--- config.mk ---
export PLATFORM = sky130hd
export DESIGN_NAME = spram16x64_arb_ctrl
export DESIGN_NICKNAME = d
export VERILOG_FILES = /design/src/rtl/spram16x64_arb_ctrl_pkg.sv /design/src/rtl/spram16x64_arb_ctrl_rr_arbiter.sv /design/src/rtl/spram16x64_arb_ctrl.sv
export SDC_FILE = /design/constraint.sdc
export NUM_CORES = 1
export LEC_CHECK = 0
export CORE_AREA = 2 2 133 135
export CTS_CLUSTER_DIAMETER = 80
export DETAILED_ROUTE_END_ITERATION = 16
export DIE_AREA = 0 0 135 137
export PLACE_DENSITY_LB_ADDON = 0.2
export SLEW_MARGIN = 20
export SYNTH_ARGS = -nofsm -noshare
export SYNTH_HDL_FRONTEND = slang
export SYNTH_SLANG_ARGS = --single-unit
--- constraint.sdc ---
create_clock -name clk -period 2.9 [get_ports clk]
set_input_delay 0.725 -clock clk [delete_from_list [all_inputs] [get_ports clk]]
set_output_delay 0.725 -clock clk [all_outputs]
set_load 0.005 [all_outputs]
--- src/rtl/spram16x64_arb_ctrl_pkg.sv ---
// Shared types and constants for the 16x64 single-port SRAM arbiter.
// Holds the controller state encoding and the macro geometry.
package spram_arb_pkg;

    typedef enum logic {
        ST_INIT = 1'b0,
        ST_RUN  = 1'b1
    } state_t;

    localparam int RAM_DW    = 64;
    localparam int RAM_AW    = 4;
    localparam int RAM_DEPTH = 16;

endpackage

--- src/rtl/spram16x64_arb_ctrl_rr_arbiter.sv ---
// Round-robin arbiter: one-hot grant, search starts at the pointer.
// The pointer moves past the winner on every grant and holds otherwise.
module rr_arbiter #(
    parameter int N  = 2,
    parameter int GW = (N > 1) ? $clog2(N) : 1
) (
    input  logic          clk,
    input  logic          rst,
    input  logic          en,
    input  logic [N-1:0]  req,
    output logic [N-1:0]  grant,
    output logic [GW-1:0] gidx
);

    logic [GW-1:0] ptr_q;
    logic [GW-1:0] idx;
    logic          found;

    always_comb begin
        grant = '0;
        gidx  = '0;
        found = 1'b0;
        idx   = '0;
        for (int k = 0; k < N; k++) begin
            idx = GW'((int'(ptr_q) + k) % N);
            if (en && !found && req[idx]) begin
                found      = 1'b1;
                grant[idx] = 1'b1;
                gidx       = idx;
            end
        end
    end

    always_ff @(posedge clk) begin
        if (rst) begin
            ptr_q <= '0;
        end else if (found) begin
            ptr_q <= (int'(gidx) == N - 1) ? '0 : gidx + 1'b1;
        end
    end

endmodule

--- src/rtl/spram16x64_arb_ctrl.sv ---
// Zero-fills a 16x64 SPRAM after reset, then arbitrates it among requesters.
// Define SPRAM16X64_ARB_FIXED_PRIO_EN for fixed lowest-index-wins priority.
module spram16x64_arb_ctrl
    import spram_arb_pkg::*;
#(
    parameter int NUM_REQ = 2,
    parameter int DW      = RAM_DW,
    parameter int AW      = RAM_AW
) (
    input  logic                  clk,
    input  logic                  rst,
    input  logic [NUM_REQ-1:0]    req_valid,
    output logic [NUM_REQ-1:0]    req_ready,
    input  logic [NUM_REQ-1:0]    req_we,
    input  logic [NUM_REQ*AW-1:0] req_addr,
    input  logic [NUM_REQ*DW-1:0] req_wdata,
    output logic [NUM_REQ-1:0]    rsp_valid,
    output logic [DW-1:0]         rsp_rdata,
    output logic                  init_done,
    output logic                  ram_ceb,
    output logic                  ram_web,
    output logic [AW-1:0]         ram_a,
    output logic [DW-1:0]         ram_d,
    input  logic [DW-1:0]         ram_q
);

    localparam int GW = (NUM_REQ > 1) ? $clog2(NUM_REQ) : 1;

    state_t        state_q, state_d;
    logic [AW-1:0] cnt_q;
    logic          arb_en;
    logic [NUM_REQ-1:0] gnt;
    logic [GW-1:0] gidx;
    logic          rd_pend_q;
    logic [GW-1:0] rd_idx_q;
    logic [DW-1:0] rdata_q;

    always_ff @(posedge clk) begin
        if (rst) begin
            state_q <= ST_INIT;
            cnt_q   <= '0;
        end else begin
            state_q <= state_d;
            if (state_q == ST_INIT) begin
                cnt_q <= cnt_q + 1'b1;
            end
        end
    end

    always_comb begin
        state_d = state_q;
        if (state_q == ST_INIT && &cnt_q) begin
            state_d = ST_RUN;
        end
    end

    assign arb_en = !rst && (state_q == ST_RUN);

`ifdef SPRAM16X64_ARB_FIXED_PRIO_EN
    logic found;

    always_comb begin
        gnt   = '0;
        gidx  = '0;
        found = 1'b0;
        for (int i = 0; i < NUM_REQ; i++) begin
            if (arb_en && !found && req_valid[i]) begin
                found  = 1'b1;
                gnt[i] = 1'b1;
                gidx   = GW'(i);
            end
        end
    end
`else
    rr_arbiter #(
        .N  (NUM_REQ),
        .GW (GW)
    ) u_arb (
        .clk   (clk),
        .rst   (rst),
        .en    (arb_en),
        .req   (req_valid),
        .grant (gnt),
        .gidx  (gidx)
    );
`endif

    // RAM pins are combinational; the wrapper samples them at the next edge.
    always_comb begin
        ram_ceb   = 1'b1;
        ram_web   = 1'b1;
        ram_a     = '0;
        ram_d     = '0;
        init_done = 1'b0;
        req_ready = '0;
        if (!rst) begin
            case (state_q)
                ST_INIT: begin
                    ram_ceb = 1'b0;
                    ram_web = 1'b0;
                    ram_a   = cnt_q;
                end
                ST_RUN: begin
                    init_done = 1'b1;
                    req_ready = gnt;
                    if (|gnt) begin
                        ram_ceb = 1'b0;
                        ram_web = ~req_we[gidx];
                        ram_a   = req_addr[int'(gidx)*AW +: AW];
                        ram_d   = req_wdata[int'(gidx)*DW +: DW];
                    end
                end
                default: ;
            endcase
        end
    end

    always_ff @(posedge clk) begin
        if (rst) begin
            rd_pend_q <= 1'b0;
            rd_idx_q  <= '0;
            rdata_q   <= '0;
        end else begin
            rd_pend_q <= (|gnt) && !req_we[gidx];
            if (|gnt) begin
                rd_idx_q <= gidx;
            end
            if (rd_pend_q) begin
                rdata_q <= ram_q;
            end
        end
    end

    // Read data passes straight from the macro; rdata_q only keeps it stable.
    always_comb begin
        rsp_valid = '0;
        rsp_rdata = '0;
        if (!rst) begin
            rsp_rdata = rd_pend_q ? ram_q : rdata_q;
            if (rd_pend_q) begin
                rsp_valid[rd_idx_q] = 1'b1;
            end
        end
    end

endmodule

==> results of run 1 <==
critical path: stages:
cell and delay, ns:
buf_4 0.14, and2b_4 0.18, nor2_4 0.20, clkbuf_16 0.17, buf_4 0.11, o221a_1 0.17
clkdlybuf4s50_1 0.49
timing repair:
| item | in CTS | in global routing |
|---|---|---|
| resized for setup | 77 | 13 |
| setup buffers | 5 | 6 |
| gates cloned | 4 | 0 |
| pin swaps | 0 | 2 |
| endpoints found under the setup margin | 72 | 11 |
layer usage:
metal | up-vias | share of wire [%] | global-route usage, %
li1 | 2103 | - | -
met1 | 2031 | 35 | 18.0
met2 | 207 | 53 | 34.1
met3 | 29 | 9.0 | 6.41
met4 | 0 | 3.4 | 9.78
met5 | - | 0 | 0
synthesized netlist by cell type, drive strengths merged, types with 2 or more instances:
library cell and count:
buf 31, clkbuf 10, dfxtp 72, inv 6, mux2i 65, nand2 4, nand2b 2, nand3 4
nor2 75, nor2b 2, o211ai 2, o221a 64, o31ai 2, xor2 2
how the worst max path moves through the flow:
stage	to	slack [ns]	from	depth (start not counted)
final	ram_d[42]	-0.02	req_valid[0]	7
after global routing	ram_d[42]	-0.06	rst	7
after CTS	ram_d[42]	-0.1	req_valid[1]	7
after detailed placement	ram_d[59]	-0.56	req_valid[0]	7
after global placement	ram_d[55]	-0.53	req_valid[0]	7
after floorplan	ram_d[23]	0.51	rst	7
registers in the layout, indices dropped and copies added (netlist names):
register / count
rdata_q: 64
u_arb.ptr_q: 1
rd_idx_q: 1
rd_pend_q: 1
state_q: 1
cnt_q: 4
kinds of logic after synthesis:
logic type | synth area share, %
XOR/XNOR | 0.692
flip-flops | 38.0
buffers and inverters | 8.01
AO/OA/AOI/OAI | 24.6
AND/OR/NAND/NOR | 11.3
adder cells (fa/ha/maj) | 0.330
multiplexers | 17.1
area by class of cell:
class	instances	area share (%)
Clock inverter	6	1.11
Inverter	6	0.275
Antenna cell	6	0.183
Sequential cell	72	17.6
Clock buffer	10	2.79
Timing Repair Buffer	398	49.3
Tap cell	225	3.44
Multi-Input combinational cell	243	25.2
power by group through the flow:
stage	registers [mW]	logic, mW	clock network, mW
floorplan	1.02	0.0570	0
global placement	1.02	0.394	0
detailed placement	1.02	0.398	0
CTS	0.996	0.426	1.22
global route	0.997	0.446	1.26
finish	0.996	0.423	1.19
==> impl_metrics.csv, run 1 <==
group,metric,value,unit
floorplan,core.rowCount,48,
setup_path,r2r_start,"state_q",
clocking,cts_tree,"built",
sta,period_minus_slack,2.92,ns
yosys,yosysTopAreaCellShare,38.0,%
power_and_ir_drop,p_clk_share,45.5,%
power_and_ir_drop,p_per_area,318,nW/um2
clocking,cts_buffers,9,
sta,relSlewSlack,79.7,%
yosys,ys_warn_count,0,
status,violations,"negative setup slack",
sta,tightest_slew,0.303,ns
sta,hold_viol,0,
sta,setup_viol,1,
global_route,grt_max_degree,54,
cells_and_area,layout_common_cells,"275 x clkdlybuf4s50_1, 74 x nor2_1, 71 x dfxtp_1",
setup_path,reg2reg_slack,1.62,ns
worst_hold_path,min_to,"rd_idx_q",
setup_path,reg2reg_to,"rd_pend_q",
placed_design,io_buffers,344,
yosys,ys_top_cells_by_area,"dfxtp_1 38%, mux2i_1 17%, o221a_1 9.8%, nor2_1 7.3%, o221a_2 6.2%",
setup_path,worstSetupEndpointType,"primary output",
global_route,grt_pass1_wl,25800,um
yosys,synth-edff-count,0,
placed_design,dpl.cell_count,929,
yosys,synth_cell_types,47,
clocking,clkTransAtPathRegs,0.06,ns
power_and_ir_drop,peakVddDrop,0.449,mV
placed_design,place_ws,-0.559,ns
power_and_ir_drop,p_leak,3.32,nW
cells_and_area,seqCellArea,1450,um2
floorplan,start_util,22.3,%
worst_hold_path,hold_depth,2,
cells_and_area,stdcell_count,966,
cells_and_area,final_common_cell,"clkdlybuf4s50_1",
cells_and_area,layout-drive-gt1-share,15.6,%
clocking,cts.htree.levels,3,
sta,rsz0062_at_grt,"true",
floorplan,die_h,137,um
cells_and_area,fill_cells,1596,
placed_design,placedInstanceArea,7680,um2
setup_path,arrival,2.20,ns
floorplan,num_io_pins,345,
setup_path,setup.worst_path.start_class,"input pin",
route,wl_per_cell,18.6,um
route,num_vias,4370,
cells_and_area,final_util,48.0,%
clocking,cts_hold_buf,0,
power_and_ir_drop,comb_power_share,16.2,%
sta,hold_slack,0.482,ns
power_and_ir_drop,p_seq_share,38.2,%
cells_and_area,syn2layout_area_growth,116,%
sta,slew_violations,0,
yosys,synth-main-ff-cell,"dfxtp_1",
cells_and_area,fin_nets,937,
route,via_per_inst,4.52,
global_route,grt_usage,18.4,%
power_and_ir_drop,p_switching,0.549,mW
route,first_iter_violations,127,
route,drt_wl_total,18000,um
yosys,synthArstFlopShare,0,%
power_and_ir_drop,p_sw_share,21.1,%
worst_hold_path,min_from,"rd_idx_q",
yosys,syn_area,3800,um2
route,drc,0,
clocking,clock-sinks,72,
run,drv_cap,0,
yosys,yosys.area.top_type,"dfxtp_1",
setup_path,cp.required,2.17,ns
yosys,synth_area_per_cell,10.5,um2
clocking,cts_root_buf,"clkbuf_16",
global_route,grt_pass1_vias,4528,
global_route,grt_antenna_before_repair,6,
floorplan,die_x,135,um
power_and_ir_drop,intPower,2.06,mW
power_and_ir_drop,fin_total_pwr,2.61,mW
yosys,ys_seq_elements,72,
clocking,insertion_delay,0.33,ns
cells_and_area,final_cell_area,8200,um2
worst_hold_path,min_path_type,"reg -> reg",
route,ant_nets,0,
placed_design,place.gp.congestion,0.911,
route,first_pass_iters,4,
setup_path,reg2reg_depth,4,
setup_path,worstSetupPathType,"in -> out",
sta,tns,-0.0240,ns
global_route,grt_overflow,0,
sta,skew,0.00673,ns
yosys,synthCells,362,
clocking,clockBufferDepth,2,
placed_design,dp_hpwl,14600,um
yosys,yosysSeqAreaShare,38.0,%
status,status,"finished with violations",
yosys,syn-num-nets,569,
sta,fin_ws,-0.0240,ns
floorplan,die_area,18500,um2
floorplan,core,17100,um2
setup_path,cp_max_fo,5,
sta,fin_crit_sh,101,%
cells_and_area,multiInputGateArea,2070,um2
sta,fmax,0.342,GHz
No activity file was read; power rests on OpenSTA's default activity.
==> inputs of run 2 (changes only) <==
CELL_PAD_IN_SITES_DETAIL_PLACEMENT = 1   (was default)
CELL_PAD_IN_SITES_GLOBAL_PLACEMENT = 1   (was default)
CORE_AREA = default   (was 2 2 133 135)
CORE_UTILIZATION = 21   (was default)
DIE_AREA = default   (was 0 0 135 137)
MAX_ROUTING_LAYER = met4   (was default)
clock period = 3.2 ns   (was 2.9 ns; I/O delays follow)
==> impl_metrics.csv, run 2 (synthesis results as in run 1) <==
group,metric,value,unit
setup_path,setup.worst_path.start_class,"input pin",
route,num_vias,4372,
route,wl_per_cell,19.6,um
cells_and_area,final_common_cell,"clkdlybuf4s50_1",
route,drt_wl_total,18800,um
cells_and_area,biggestRegsByFlops,"rdata_q (64), cnt_q (4)",
clocking,cts_buffers,9,
setup_path,cp_max_fo,5,
clocking,cts.htree.levels,3,
global_route,grt_pass1_wl,27000,um
floorplan,core.rowCount,48,
clocking,insertion_delay,0.32,ns
floorplan,start_util,21.7,%
setup_path,worstSetupPathType,"in -> out",
cells_and_area,syn2layout_area_growth,118,%
route,route.met2.wl,10200,um
placed_design,dpl.cell_count,920,
sta,period_minus_slack,3.16,ns
floorplan,die_x,136,um
floorplan,num_io_pins,345,
route,drc,0,
setup_path,worstSetupEndpointType,"primary output",
sta,tightest_slew,0.413,ns
global_route,grt_max_degree,79,
cells_and_area,layout_common_cells,"292 x clkdlybuf4s50_1, 74 x nor2_1, 71 x dfxtp_1",
cells_and_area,layout-drive-gt1-share,15.9,%
worst_hold_path,min_path_type,"reg -> reg",
sta,fmax,0.316,GHz
floorplan,die_h,136,um
route,wl_met1,6740,um
setup_path,reg2reg_depth,5,
status,status,"finished, final reports clean",
route,first_iter_violations,111,
sta,skew,0.00735,ns
floorplan,core,17500,um2
power_and_ir_drop,p_per_area,296,nW/um2
clocking,cts_hold_buf,0,
route,first_pass_iters,4,
clocking,clock-sinks,72,
sta,hold_viol,0,
global_route,grt_pass1_vias,4830,
route,ant_nets,0,
placed_design,place.gp.congestion,0.907,
sta,setup_viol,0,
clocking,cts_root_buf,"clkbuf_16",
cells_and_area,stdcell_count,959,
route,via_per_inst,4.56,
power_and_ir_drop,p_leak,3.31,nW
global_route,grt_overflow,0,
cells_and_area,largest_register,"rdata_q",
setup_path,cp.required,2.40,ns
run,drv_cap,0,
floorplan,die_area,18600,um2
power_and_ir_drop,peakVddDrop,0.238,mV
route,wl_met3,1440,um
global_route,grt_antenna_before_repair,4,
clocking,cts_tree,"built",
cells_and_area,largest_register_ffs,64,
clocking,clockBufferDepth,2,
global_route,grt_usage,19.9,%
clocking,clkTransAtPathRegs,0.06,ns
sta,slew_violations,0,
sta,hold_slack,0.496,ns
cells_and_area,fin_nets,932,
worst_hold_path,hold_depth,2,
sta,relSlewSlack,72.5,%
placed_design,dp_hpwl,14600,um
placed_design,io_buffers,344,
route,top_layer_used,"met4",
sta,fin_crit_sh,98.8,%
setup_path,arrival,2.36,ns
-- run 2: changes by cell type in the layout (fill, tap and decap cells not counted), sizes merged --
| cell | previous run | this run |
|---|---|---|
| dlygate4sd2 | 58 | 30 |
| clkdlybuf4s50 | 275 | 292 |
| dlymetal6s2s | 7 | 13 |
| buf | 55 | 52 |
| clkdlybuf4s15 | 0 | 3 |
| diode | 6 | 4 |
| and2 | 1 | 2 |
| bufbuf | 1 | 0 |
| bufinv | 2 | 3 |
| inv | 8 | 7 |
-- run 2: metal layers --
metal  up-vias  global-route usage (%)
li1       2088                       -
met1      2061                    19.2
met2       196                    37.0
met3        27                    5.41
met4         0                    8.40
met5         -                       -
-- run 2: worst max-delay path, cell delays in order --
cell	delay, ns
dlygate4sd2_1	0.24
buf_6	0.13
or2_4	0.24
and2_4	0.21
clkbuf_16	0.16
o221a_2	0.12
clkdlybuf4s50_1	0.46
-- run 2: report_power, final --
group	switching [mW]	internal, mW
clock network	0.384	0.787
logic	0.108	0.269
registers	0.00392	0.899
total	0.495	1.95
-- run 2: cell type report --
cell class	instances	area [um2]
clock inverter	6	115
fill	1888	9210
antenna	4	10.0
inverter	6	25.0
tap	225	282
sequential	72	1450
timing repair buffer	392	4070
multi-input combinational	244	2080
clock buffer	10	239
-- run 2: per-stage QoR --
step	TNS (ns)	util (%)	power (mW)	setup slack, ns	area, um2
2_1_floorplan	0	-	0.974	0.657	3800
3_3_place_gp	-15.88	43.3	1.26	-0.306	7580
3_5_place_dp	-18.61	43.3	1.27	-0.353	7580
4_1_cts	0	46.5	2.49	0.000582	8120
5_1_grt	-0.000678	47.3	2.55	-0.000678	8270
6_report	0	47.3	2.45	0.0395	8270
-- run 2: final timing paths --
path | startpoint | to | slack [ns]
min reg2reg | rd_idx_q | rd_idx_q | 0.50
max | req_valid[1] | ram_d[10] | 0.04
max reg2reg | state_q | rd_idx_q | 1.75
min | rd_idx_q | rd_idx_q | 0.50
-- run 2: timing repair --
action	in CTS	in global routing
hold endpoints to repair	0	0
gates resized for setup	65	19
pin swaps	3	0
setup buffers	8	4
endpoints found under the setup margin	72	32
gates cloned	4	3
